### config.mk
export PLATFORM = sky130hd
export DESIGN_NAME = decoder_rr_arbiter
export DESIGN_NICKNAME = d
export VERILOG_FILES = /design/src/rtl/decoder_rr_arbiter.sv
export SDC_FILE = /design/constraint.sdc
export NUM_CORES = 1
export LEC_CHECK = 0
export ABC_AREA = 1
export BUFFER_PORTS_ARGS = -buffer_cell sky130_fd_sc_hd__buf_2
export CAP_MARGIN = 20
export CORE_ASPECT_RATIO = 0.8
export CORE_UTILIZATION = 52
export DETAILED_ROUTE_END_ITERATION = 16
export HOLD_SLACK_MARGIN = 0.15
export PLACE_DENSITY = 0.76
export SLEW_MARGIN = 20
export SYNTH_ARGS = -nofsm -noshare
export SYNTH_HDL_FRONTEND = slang
export SYNTH_SLANG_ARGS = --single-unit
### constraint.sdc
create_clock -name clk -period 2.4 [get_ports clk]
set_clock_uncertainty 0.05 [all_clocks]
set_input_delay 0.24 -clock clk [delete_from_list [all_inputs] [get_ports clk]]
set_output_delay 0.24 -clock clk [all_outputs]
set_load 0.05 [all_outputs]
### src/rtl/decoder_rr_arbiter.sv
// rtl/decoder_rr_arbiter.sv - round-robin arbiter sharing one 3-to-8 decoder select path among 8 requesters
//
// Purpose: grants the decoder select path to one of 8 requesters at a time,
// rotating priority after every tenure and force-ending tenures that reach
// MAX_HOLD cycles. All outputs are registered.
//
// Ports:
//   clk      - rising-edge clock
//   rst      - asynchronous active-high reset
//   req      - per-requester level request, bit i = requester i
//   gnt      - one-hot grant, all-zero when idle
//   gnt_idx  - binary owner index {a,b,c}, a = MSB; holds last value while idle
//   gnt_en   - decoder enable, high while a grant is active
//   timeout  - one-cycle pulse when a tenure is force-ended by MAX_HOLD
module decoder_rr_arbiter #(
    parameter int MAX_HOLD = 16,
    parameter int CNT_W    = 8
) (
    input  logic       clk,
    input  logic       rst,
    input  logic [7:0] req,
    output logic [7:0] gnt,
    output logic [2:0] gnt_idx,
    output logic       gnt_en,
    output logic       timeout
);

    typedef enum logic {
        IDLE  = 1'b0,
        GRANT = 1'b1
    } state_t;

    state_t           state, state_n;
    logic [2:0]       ptr, ptr_n;
    logic [CNT_W-1:0] hold_cnt, hold_n;
    logic [2:0]       idx_n;
    logic             en_n;
    logic             to_n;
    logic             win_found;
    logic [2:0]       win_idx;

    // Scan offsets from the highest down so the request closest to ptr
    // (smallest offset) is the one left standing.
    always_comb begin
        win_found = 1'b0;
        win_idx   = ptr;
        for (int i = 7; i >= 0; i--) begin
            if (req[ptr + 3'(i)]) begin
                win_found = 1'b1;
                win_idx   = ptr + 3'(i);
            end
        end
    end

    always_comb begin
        state_n = state;
        ptr_n   = ptr;
        hold_n  = hold_cnt;
        idx_n   = gnt_idx;
        en_n    = gnt_en;
        to_n    = 1'b0;
        case (state)
            IDLE: begin
                en_n = 1'b0;
                if (win_found) begin
                    state_n = GRANT;
                    idx_n   = win_idx;
                    en_n    = 1'b1;
                    hold_n  = CNT_W'(1);
                end
            end
            GRANT: begin
                // Release is checked first so a release coinciding with the
                // hold limit never raises timeout.
                if (!req[gnt_idx]) begin
                    state_n = IDLE;
                    en_n    = 1'b0;
                    ptr_n   = gnt_idx + 3'd1;
                end else if (hold_cnt >= CNT_W'(MAX_HOLD)) begin
                    state_n = IDLE;
                    en_n    = 1'b0;
                    to_n    = 1'b1;
                    ptr_n   = gnt_idx + 3'd1;
                end else begin
                    hold_n  = hold_cnt + CNT_W'(1);
                end
            end
            default: begin
                state_n = IDLE;
                en_n    = 1'b0;
            end
        endcase
    end

    always_ff @(posedge clk or posedge rst) begin
        if (rst) begin
            state    <= IDLE;
            ptr      <= 3'd0;
            hold_cnt <= '0;
            gnt_idx  <= 3'd0;
            gnt_en   <= 1'b0;
            gnt      <= 8'd0;
            timeout  <= 1'b0;
        end else begin
            state    <= state_n;
            ptr      <= ptr_n;
            hold_cnt <= hold_n;
            gnt_idx  <= idx_n;
            gnt_en   <= en_n;
            gnt      <= en_n ? (8'd1 << idx_n) : 8'd0;
            timeout  <= to_n;
        end
    end

endmodule

==> flow_summary.json <==
{
  "worstSkewPairLatency_ns": 0.26,
  "drive_gt1_share_pct": 39.1,
  "setup_ws_ns": 0.114,
  "yosysSeqAreaShare_pct": 35.8,
  "crit_type": "register to register",
  "synth_area_per_cell_um2": 7.34,
  "cts.path.max_buffers": 2,
  "fin_tns_setup_ns": 0,
  "ys.flop_type": "dfrtp_1",
  "status": "finished, final reports clean",
  "rows": 18,
  "area_growth_pct": 24.7,
  "gp_congestion": 0.997,
  "setup_viol": 0,
  "ys_ff_latch": 25,
  "num_vias": 1729,
  "grt_max_degree": 26,
  "coreArea_um2": 3150,
  "grt_first_pass_wirelength_um": 6540,
  "cp-start-kind": "register",
  "cts_tree": "yes",
  "hold_viol_final": 0,
  "rsz0062_at_grt": "yes",
  "numCtsBuffers": 3,
  "firstDrtPassIters": 5,
  "via_per_inst": 5.51,
  "die-area_um2": 3600,
  "port_buffers": 22,
  "dp_cells": 303,
  "fin_nets": 290,
  "drv_cap": 0,
  "worstPathMaxFanout": 7,
  "arrival_ns": 2.40,
  "min_period_ns": 2.29,
  "start_util_pct": 55.4,
  "die_w_um": 66.8,
  "cts_root_buf": "clkbuf_8",
  "gr-total-overflow": 0,
  "dieHeight_um": 53.8,
  "pre_cts_slack_ns": 0.0990,
  "cts_max_level": 1,
  "clkSinkCount": 25,
  "diodes": 0,
  "r2r-end": "gnt[4]",
  "r2r_cells": 17,
  "report.final.slew_viol_count": 0,
  "n_fill_cell": 252,
  "min_path_cells": 2,
  "final_core_util_pct": 69.1,
  "cp-end-kind": "register",
  "drtIter0Drc": 156,
  "syn_area_um2": 1750,
  "synth.distinct_cells": 28,
  "num_io_pins": 23,
  "syn_inst": 238,
  "clk_pin_slew_ns": 0.09,
  "worst_pin_slew_ns": 0.879,
  "ant_nets": 0,
  "grtUsageTotal_pct": 24.4,
  "fin_cells": 314,
  "wl_um": 4400,
  "max_freq_mhz": 438,
  "rrSetupSlack_ns": 0.11,
  "first_global_vias": 1516,
  "routedWlPerCell_um": 14.0,
  "ys_warn_count": 0,
  "synthesis.nets": 253,
  "worst-endpoint-required_ns": 2.51,
  "min_to": "hold_cnt[5]",
  "synth_async_sr_flop_share_pct": 100,
  "timing.rr.start": "ptr[0]",
  "antenna_found_initial": 0,
  "fin_crit_sh_pct": 95.2,
  "hp-class": "register to register",
  "worstHoldStart": "hold_cnt[5]",
  "synth_edf_count": 0,
  "drc": 0,
  "slew_headroom_pct": 41.3,
  "dp_hpwl_um": 3160
}
==> layout make-up <==
type | instances | area (um^2) | area share, %
Clock buffer | 3 | 41.3 | 1.90
Sequential cell | 25 | 627 | 28.8
Clock inverter | 1 | 7.51 | 0.345
Multi-Input combinational cell | 180 | 1110 | 50.9
Tap cell | 40 | 50.0 | 2.30
Timing Repair Buffer | 37 | 230 | 10.6
Inverter | 28 | 113 | 5.17
==> cell usage in the layout, fill, tap and decap left out, types with 2 or more instances in the layout <==
cell type	count
nand2_2	18
a21oi_1	7
mux2i_1	2
buf_6	2
xor2_1	4
nor2_4	2
buf_2	23
clkbuf_8	3
nor2_1	17
ha_1	4
a21oi_2	3
nand2_4	2
nand3_2	16
buf_4	11
nand4_1	3
nand2_1	51
inv_1	13
o21ai_0	6
dfrtp_1	24
nand3_1	30
inv_2	13
nor2_2	4
xnor2_1	3
==> flip-flops by register name (all words and copies together), names as in the netlist <==
signal	cells
gnt_en	1
gnt	8
ptr	3
timeout	1
hold_cnt	8
gnt_idx	3
state	1
==> through the flow <==
stage               hold WS (ns)  instance area [um^2]
floorplan                  0.217                  1750
global placement           0.425                  1920
detailed placement         0.436                  1920
CTS                        0.456                  1980
global route               0.483                  2180
finish                     0.457                  2180
==> layer usage <==
metal	global-route usage (%)	part of all wire [%]	vias to the layer above
met5	0	0	-
met4	2.84	0.64	0
met3	5.72	7.5	4
met2	40.7	46	76
met1	33.3	46	803
li1	-	-	846
==> synthesized netlist by cell type, drive strengths merged (2+ instances only) <==
library cell / instances / area share [%]
inv: 28 / 6.3
nor2: 24 / 6.9
xnor2: 3 / 1.5
ha: 5 / 3.6
nand3: 47 / 14
o21ai: 6 / 1.7
nand4: 5 / 3.0
a21oi: 10 / 3.1
buf: 5 / 2.7
xor2: 4 / 2.0
dfrtp: 25 / 36
nand2: 71 / 17
mux2i: 2 / 1.1
==> kinds of logic after synthesis <==
kind of cell | synth area share [%]
simple gates | 41.7
buf+inv | 8.95
flops | 35.8
compound gates | 5.30
xor+xnor | 3.51
fa+ha+maj | 3.58
mux | 1.15
==> worst max-delay path, cell delays in order (launching register included) <==
cell and delay, ns:
dfrtp_1 0.42, buf_6 0.14, buf_4 0.13, nand2_1 0.08, nand3_1 0.11, and2_4 0.18
nand2_1 0.07, nand2_2 0.07, inv_2 0.09, nand4_2 0.10, nor2_4 0.18, nor2_8 0.06
inv_6 0.10, a21oi_2 0.03, nand2_1 0.11, nand2_2 0.07, nand2_2 0.12, nor2_1 0.07
==> worst max path at each step <==
stage	startpoint	endpoint	slack (ns)	cells after the start
after detailed placement	ptr[0]	gnt[3]	0.1	18
after global placement	ptr[0]	gnt[3]	0.07	18
after floorplan	ptr[1]	gnt[3]	0.1	17
after CTS	ptr[0]	gnt[5]	0.07	17
final	ptr[0]	gnt[4]	0.11	17
after global routing	ptr[0]	gnt[4]	-0.05	17
==> timing repair <==
action	CTS	global route
gates resized for setup	0	40
endpoints found under the setup margin	0	10
setup buffers	0	5
hold buffers	1	0
endpoints found under the hold margin	25	0
Power is not shown: default switching activity piles up to over one toggle a cycle in this logic, so the estimate is an artifact.
